==> src/rtl/fir_ctrl_fsm.sv <==
// fir_ctrl_fsm: sequencer for the FIR engine (clear data RAM, per-sample accept/MAC/emit, ap_* status)
module fir_ctrl_fsm #(
    parameter int pADDR_WIDTH = 12,
    parameter int pDATA_WIDTH = 32,
    parameter int Tape_Num    = 11
) (
    input  logic                   axis_clk,
    input  logic                   axis_rst_n,
    input  logic                   start_req,
    input  logic                   done_clr,
    input  logic [pDATA_WIDTH-1:0] data_length,
    input  logic                   ss_tvalid,
    input  logic                   ss_tlast,
    output logic                   ss_tready,
    output logic                   sm_tvalid,
    input  logic                   sm_tready,
    output logic                   sm_tlast,
    output logic [pADDR_WIDTH-1:0] tap_A,
    output logic [pADDR_WIDTH-1:0] data_A,
    output logic [3:0]             data_WE,
    output logic                   data_clr,
    output logic                   mac_clr,
    output logic                   mac_en,
    output logic                   ap_start,
    output logic                   ap_done,
    output logic                   ap_idle,
    output logic                   tlast_err
);
    localparam int CW = $clog2(Tape_Num + 1);
    localparam logic [CW-1:0] NUM    = CW'(Tape_Num);
    localparam logic [CW-1:0] LAST_K = CW'(Tape_Num - 1);

    typedef enum logic [2:0] {IDLE, INIT, WAIT_IN, MAC, OUT, DONE} state_t;

    state_t                 state;
    logic [CW-1:0]          k;
    logic [CW-1:0]          head;
    logic [CW-1:0]          rd_idx;
    logic [pDATA_WIDTH-1:0] len;
    logic [pDATA_WIDTH-1:0] sample_cnt;
    logic                   last;
    logic                   in_hs;
    logic                   mac_rd;

    function automatic logic [pADDR_WIDTH-1:0] addr(input logic [CW-1:0] i);
        return pADDR_WIDTH'({i, 2'b00});
    endfunction

    // Newest sample sits at head; tap k pairs with the sample k steps older, wrapping modulo Tape_Num.
    assign rd_idx    = (head >= k) ? head - k : head + NUM - k;
    assign last      = sample_cnt == len - pDATA_WIDTH'(1);
    assign ss_tready = state == WAIT_IN;
    assign in_hs     = ss_tready & ss_tvalid;
    assign sm_tvalid = state == OUT;
    assign sm_tlast  = sm_tvalid & last;
    assign mac_rd    = state == MAC && k < NUM;
    assign mac_clr   = in_hs;
    // Enable lags the address by one cycle to line up with the RAM read latency.
    assign mac_en    = state == MAC && k != '0;
    assign data_clr  = state == INIT;
    assign data_WE   = (data_clr || in_hs) ? 4'hF : 4'h0;
    assign tap_A     = mac_rd ? addr(k) : '0;
    assign data_A    = data_clr ? addr(k) : ss_tready ? addr(head) : mac_rd ? addr(rd_idx) : '0;

    // Control FSM: state, counters and the registered ap_* / tlast_err status bits.
    always_ff @(posedge axis_clk or negedge axis_rst_n) begin
        if (!axis_rst_n) begin
            state      <= IDLE;
            k          <= '0;
            head       <= '0;
            len        <= '0;
            sample_cnt <= '0;
            ap_start   <= 1'b0;
            ap_done    <= 1'b0;
            ap_idle    <= 1'b1;
            tlast_err  <= 1'b0;
        end else begin
            case (state)
                IDLE: begin
                    if (start_req && ap_idle) begin
                        state     <= INIT;
                        k         <= '0;
                        len       <= data_length;
                        ap_start  <= 1'b1;
                        ap_idle   <= 1'b0;
                        ap_done   <= 1'b0;
                        tlast_err <= 1'b0;
                    end else if (done_clr) begin
                        ap_done <= 1'b0;
                    end
                end
                INIT: begin
                    k <= k + 1'b1;
                    if (k == LAST_K) begin
                        k          <= '0;
                        head       <= '0;
                        sample_cnt <= '0;
                        state      <= (len == '0) ? DONE : WAIT_IN;
                    end
                end
                WAIT_IN: begin
                    if (ss_tvalid) begin
                        state    <= MAC;
                        k        <= '0;
                        ap_start <= 1'b0;
                        if (ss_tlast != last) tlast_err <= 1'b1;
                    end
                end
                MAC: begin
                    k <= k + 1'b1;
                    if (k == NUM) begin
                        k     <= '0;
                        state <= OUT;
                    end
                end
                OUT: begin
                    if (sm_tready) begin
                        head       <= (head == LAST_K) ? '0 : head + 1'b1;
                        sample_cnt <= sample_cnt + 1'b1;
                        state      <= last ? DONE : WAIT_IN;
                    end
                end
                DONE: begin
                    ap_done  <= 1'b1;
                    ap_idle  <= 1'b1;
                    ap_start <= 1'b0;
                    state    <= IDLE;
                end
                default: state <= IDLE;
            endcase
        end
    end
endmodule
==> config.mk <==
export PLATFORM = sky130hd
export DESIGN_NAME = fir_ctrl_fsm
export DESIGN_NICKNAME = d
export VERILOG_FILES = /design/src/rtl/fir_ctrl_fsm.sv
export SDC_FILE = /design/constraint.sdc
export NUM_CORES = 1
export LEC_CHECK = 0
export ABC_AREA = 1
export CAP_MARGIN = 20
export CELL_PAD_IN_SITES_DETAIL_PLACEMENT = 1
export CELL_PAD_IN_SITES_GLOBAL_PLACEMENT = 2
export CORE_MARGIN = 8
export CORE_UTILIZATION = 38
export DETAILED_ROUTE_END_ITERATION = 8
export DONT_BUFFER_PORTS = 1
export GPL_TIMING_DRIVEN = 0
export PLACE_DENSITY_LB_ADDON = 0.1
export SYNTH_ARGS = -nofsm -noshare
export SYNTH_HDL_FRONTEND = slang
export SYNTH_SLANG_ARGS = --single-unit
==> constraint.sdc <==
create_clock -name axis_clk -period 3.7 [get_ports axis_clk]
set_input_delay 0.185 -clock axis_clk [delete_from_list [all_inputs] [get_ports axis_clk]]
set_output_delay 0.185 -clock axis_clk [all_outputs]
set_load 0.05 [all_outputs]
* Yosys cells after proc, flatten, opt, wreduce, memory -nomap -nowiden
Cells that the tools add are included.
** Cells by class
- $add $sub $neg :: 7
- Multiply operators :: 0
- Div/mod/pow operators :: 0
- Order comparisons :: 2
- Equality and inequality tests :: 17
- Shift-type cells :: 0
- Multiplexer cells :: 37
- Bitwise logic cells :: 2
- Reductions and logical operators :: 20
** Operators with widths (count)
- 2-to-1 mux 32 bit :: 2
- one-hot mux 32 bit (2 select lines) :: 1
- 2-to-1 mux 4 bit :: 9
- adder 32 x 1 -> 32 bit, second input constant :: 1
- == test 32 bit :: 1
- zero test 32 bit :: 1
- subtractor 32 x 1 -> 32 bit, second input constant :: 1
- 2-to-1 mux 6 bit :: 4
- 2-to-1 mux 3 bit :: 7
- one-hot mux 4 bit (4 select lines) :: 1
- one-hot mux 3 bit (5 select lines) :: 1
- == test 4 bit, second input constant :: 3
- AND reduction 3 bit :: 3
- adder 4 x 1 -> 4 bit, second input constant :: 2
- != test 2 x 1 -> 1 bit, second input constant :: 4
- one-hot mux 4 bit (2 select lines) :: 1
- nonzero test 4 bit :: 2
- subtractor 4 bit :: 2
- 2-to-1 mux 1 bit :: 7
- == test 3 x 2 -> 1 bit, second input constant :: 2
- == test 3 bit, second input constant :: 2
- one-hot mux 1 bit (2 select lines) :: 3
- AND reduction 2 bit :: 3
- nonzero test 2 bit :: 3
- 15 further kinds :: 19
** Storage, ports and cells
- Flip-flop bits (word level) :: 79
- Latch bits :: 0
- RAM bits :: 0
- ROM bits :: 0
- Bits of input ports :: 39
- Output and inout port bits :: 38
- Word-level logic and storage cells :: 94
- Memories kept :: 0

* Longest topological paths before layout
- Depth in word-level cells :: 6
- Depth in mapped cells :: 18
- Mapped depth without buffers :: 18

* Least setup slack after synthesis
No wires, ideal clock.
- Path kind :: flip-flop to output port
- Start :: reg state[0]
- End :: out data_WE[1]
- Data arrival time :: 4.017 ns
- Data required time :: 3.515 ns
- Path slack :: -0.502 ns
- Stages on the path, launching flop included :: 5
- Buffers on the path :: 1
- Cell sequence :: dfrtp_1 > nor3_1 > clkinv_1 > o21ai_0 > buf_4
** Between the ends
- Longest elaborated chain between the ends :: 4
- Elaborated cells between the ends (all ways) :: 5
- Those cells by class :: eq/ne: 2; mux: 1; bitwise: 1; reduce/logical: 1
** RTL lines
- start: declaration :: RTL line 35 : state_t state;
- start signal: assignment :: RTL line 98 : state <= (len == '0) ? DONE : WAIT_IN;
- start signal: assignment :: RTL line 120 : state <= last ? DONE : WAIT_IN;
- == test 3 x 2 -> 1 bit :: RTL line 52 : assign ss_tready = state == WAIT_IN;
- net ss_tready :: RTL line 14 : output logic ss_tready,
- bitwise AND 1 bit :: RTL line 53 : assign in_hs = ss_tready & ss_tvalid;
- logical OR 1 bit :: RTL line 61 : assign data_WE = (data_clr || in_hs) ? 4'hF : 4'h0;
- 2-to-1 mux 4 bit :: RTL line 61
- end: declaration :: RTL line 20 : output logic [3:0] data_WE,
The timed path passes the listed nets, and every way through them passes these cells.

* Final worst setup path
- Start :: reg state[0]
- End :: out data_A[3]
** Between the ends
- Elaborated cells between the ends (all ways) :: 7
- Those cells by class :: eq/ne: 3; mux: 3; reduce/logical: 1
** RTL lines
- == test 3 x 2 -> 1 bit :: RTL line 52
- net ss_tready :: RTL line 14
- 2-to-1 mux 6 bit (2 in series) :: RTL line 63 : assign data_A = data_clr ? addr(k) : ss_tready ? addr(head) : mac_rd ? addr(rd_idx) : '0;
- end: declaration :: RTL line 19 : output logic [pADDR_WIDTH-1:0] data_A,
The timed path passes the listed nets, and every way through them passes these cells.

==> PnR_summary.wiki <==
{| class="wikitable"
! Metric !! Value
|-
| Portion of the post-synthesis area used by sequential elements || 31.55%
|-
| Setup bufs post-CTS || 0
|-
| Number of synthesized flops with an enable pin || 0
|-
| Power dissipated by switching net loads || 2.909 mW
|-
| Final Critical Period || 3.509 ns
|-
| Peak VDD IR || 0.0003488 V
|-
| Final cycle utilization of the critical path || 94.85%
|-
| Detailed-placement wirelength estimate || 17.40 mm
|-
| Library cell with the highest instance count after synthesis || sky130_fd_sc_hd__nand2_1
|-
| DRT iter0 DRCs || 238
|-
| Non-filler instance count after layout || 1,230
|-
| Ratio of cells with drive above 1 in the final layout || 7.129%
|-
| Number of max-slew violations in the final report || 0
|-
| Starting density of the core || 38.35%
|-
| Length of the first detailed-routing pass in iterations || 5
|-
| Average wire per cell in the routed design || 17.50 um
|-
| Via count || 6,125
|-
| Critical R2R Launch || len[0]$_DFFE_PN0P_
|-
| Maximum buffer depth of the clock tree || 2
|-
| Highest net fanout along the worst path || 9
|-
| PnR Total Power || 5.542 mW
|-
| Fraction of power consumed by combinational cells || 53.7%
|-
| Hold/Removal Path Class || input port to flop
|-
| Synth cell types || 49
|-
| Minimum setup slack among reg-to-reg paths || 0.84 ns
|-
| Synth Register Bits || 79
|-
| Placed cell count || 1,179
|-
| Clock latency of the later-clocked register in the worst-skew pair || 0.35 ns
|-
| Nets || 1,061
|-
| Number of levels the H-tree was split into || 3
|-
| TritonCTS clock tree || yes
|-
| Area leader, netlist || sky130_fd_sc_hd__dfrtp_1
|-
| Number of filler instances in the final layout || 2,211
|-
| Global-route wire length before repair || 34.41 mm
|-
| Switching share of power || 52.48%
|-
| RSZ-0062 raised after global routing || no
|-
| Worst Tran Pin Value || 1.156 ns
|-
| Number of buffers created by CTS || 9
|-
| Top post-synthesis cells by area || sky130_fd_sc_hd__dfrtp_1 31%, sky130_fd_sc_hd__nand2_1 18%, sky130_fd_sc_hd__nor2_1 7.3%, sky130_fd_sc_hd__inv_1 6.5%, sky130_fd_sc_hd__xor2_1 3.8%
|-
| Synthesis warning total || 0
|-
| Routed length on met3 || 525 um
|-
| Max-cap violation count || 0
|-
| Final Routed Wirelength || 21.52 mm
|-
| Minimum setup slack after placement || 0.2345 ns
|-
| Post-route setup TNS || 0 ns
|-
| Maximum number of pins on one net before global-route repair || 80
|-
| Type of origin of the critical path || flop
|-
| Vert. Die Dim || 144.5 um
|-
| Final GP Congestion || 0.8746
|-
| Start-to-end type of the worst setup path || flop to output port
|-
| Worst endpoint required time || 3.51 ns
|-
| Status || complete, no violations
|-
| Fraction of power consumed by sequential logic || 28.8%
|-
| Length of routed met2 wiring || 10.58 mm
|-
| Final-report hold violation count || 0
|-
| Clock-pin slew reported for the worst setup and hold paths after clock tree synthesis || 0.06 ns
|-
| Power Density || 758.9 nW/um^2
|-
| Top_reg_cell synth || sky130_fd_sc_hd__dfrtp_1
|-
| Post-synth design cell area || 6270 um^2
|-
| Avg Synthesized Cell Area || 6.642 um^2
|-
| Number of vias per cell after detailed routing || 4.980
|-
| Setup Skew || 0.01036 ns
|-
| Critical Path Source || state[0]$_DFFE_PN0P_
|-
| Sum of routed wire segments on met1 || 10.08 mm
|-
| Headroom to the max-slew limit || 24.30%
|-
| Count of input and output buffers || 0
|-
| Number of sinks handled by clock tree synthesis || 79
|-
| Num rows || 47
|-
| Cell internal pwr || 2.634 mW
|-
| Area of the placeable core || 16,350 um^2
|-
| Top layer in use || met5
|-
| Critical R2R Capture || state[0]$_DFFE_PN0P_
|-
| Total Die Area || 20,870 um^2
|-
| Share of Yosys cell area claimed by the top area cell type || 31.13%
|-
| Global Route Usage Sum || 21.77%
|-
| Proportion of synthesized flip-flops having asynchronous set or reset || 100.0%
|-
| Proportion of power drawn by the clock network || 17.5%
|-
| Leakage power total || 3.489 nW
|-
| Detail Route Antenna Nets || 0
|-
| Final Setup Violations || 0
|-
| Data arrival time of the critical path || 3.32 ns
|-
| Worst Slack Setup Final || 0.1907 ns
|-
| Count of antenna diodes in the layout || 0
|-
| Util after Layout || 44.67%
|-
| CTS root buffer || sky130_fd_sc_hd__clkbuf_16
|-
| Die span in x || 144.5 um
|-
| Crit path capture || data_A[3]
|-
| Syn-to-layout area delta || 16.48%
|-
| I/O pins || 77
|-
| Register-to-Register Path Depth || 15
|-
| Vias in the first global route || 6,399
|-
| DRC violations left || 0
|-
| Number of antenna violations at the first check in global routing || 2
|-
| Leading post-synthesis cells by instance count || 300 x sky130_fd_sc_hd__nand2_1, 122 x sky130_fd_sc_hd__nor2_1, 108 x sky130_fd_sc_hd__inv_1
|-
| Sum of overflow across all layers after global routing || 0
|-
| Critical path endpoint category || output port
|-
| Instance count of the mapped netlist || 944
|-
| Maximum frequency from static timing analysis || 285.0 MHz
|}
==> routing by layer <==
| metal | track usage, % | vias up |
|---|---|---|
| li1 | - | 3102 |
| met1 | 28.60 | 2939 |
| met2 | 36.60 | 60 |
| met3 | 3.202 | 20 |
| met4 | 5.641 | 4 |
| met5 | 0 | - |
==> logic make-up after synthesis <==
group	share of synthesized area [%]
other	0.05981
buffers and inverters	10.40
adders and majority gates	3.752
muxes	0.1597
DFF	31.55
and+or+nand+nor	39.99
xor gates and xnor gates	6.286
AOI/OAI and AO/OA	7.803
==> sequential cells by signal, indices dropped and copies added, names as in the netlist <==
signal	cells
len	32
sample_cnt	32
head	4
k	4
state	3
ap_done	1
ap_idle	1
ap_start	1
tlast_err	1
==> cells in the final DEF (no fill, tap or decap), drive strengths merged, types with 3 or more instances in the layout <==
cell type / n
nand3b: 5
nor2: 132
fa: 3
nor4: 16
nand3: 42
o211ai: 4
nor3b: 3
o21bai: 4
a211oi: 4
clkbuf: 23
buf: 25
inv: 113
nand2: 306
conb: 16
o22ai: 4
dfrtp: 78
o31ai: 7
ha: 14
xor2: 27
xnor2: 18
nor3: 32
nand4: 27
o21ai: 33
clkinv: 4
a21oi: 23
dlygate4sd3: 34
==> worst min path at each step <==
stage          startpoint                   endpoint  slack, ns  cells past startpoint
5_1_grt          done_clr        ap_done$_DFFE_PN0P_       0.06                      3
3_3_place_gp   axis_rst_n         len[0]$_DFFE_PN0P_      -0.11                      0
6_report         done_clr        ap_done$_DFFE_PN0P_       0.02                      3
4_1_cts          done_clr        ap_done$_DFFE_PN0P_      0.009                      3
3_5_place_dp   axis_rst_n  sample_cnt[3]$_DFFE_PN0P_      -0.11                      0
2_1_floorplan  axis_rst_n        ap_done$_DFFE_PN0P_      -0.11                      0
==> metrics by stage <==
step,hold WS [ns],instance area (um^2)
2_1_floorplan,-0.1106,6331
3_3_place_gp,-0.1060,6606
3_5_place_dp,-0.1069,6611
4_1_cts,0.008854,7297
5_1_grt,0.06394,7303
6_report,0.02190,7303
==> critical path, cell delays in order (launching register included) <==
cell	delay [ns]
sky130_fd_sc_hd__dfrtp_1	0.50
sky130_fd_sc_hd__nor3_2	0.86
sky130_fd_sc_hd__clkinv_1	0.59
sky130_fd_sc_hd__o221ai_1	1.03
==> power groups by stage <==
stage / logic (mW) / clock network [mW] / registers [mW]
2_1_floorplan: 2.29 / 0 / 1.47
3_3_place_gp: 2.87 / 0 / 1.61
3_5_place_dp: 2.92 / 0 / 1.61
4_1_cts: 2.99 / 1.00 / 1.60
5_1_grt: 3.35 / 1.03 / 1.64
6_report: 2.97 / 0.973 / 1.60
==> timing repair <==
action | 4_1_cts | 5_1_grt
hold endpoints to repair | 112 | 0
hold buffers | 35 | 0
endpoints found under the setup margin | 3 | 1
resized for setup | 1 | 1
==> area by class of cell <==
| type | count | area [um^2] | area share, % |
|---|---|---|---|
| well taps | 220 | 275.3 | 3.769 |
| inverters | 115 | 434.2 | 5.945 |
| plain buffers | 37 | 217.7 | 2.981 |
| flip-flops and latches | 79 | 1978 | 27.09 |
| multi-input cells | 728 | 3716 | 50.88 |
| clock buffers | 10 | 229.0 | 3.135 |
| repair buffers | 35 | 367.9 | 5.037 |
| clock inverters | 6 | 85.08 | 1.165 |
Power figures use the tool's default switching activity.
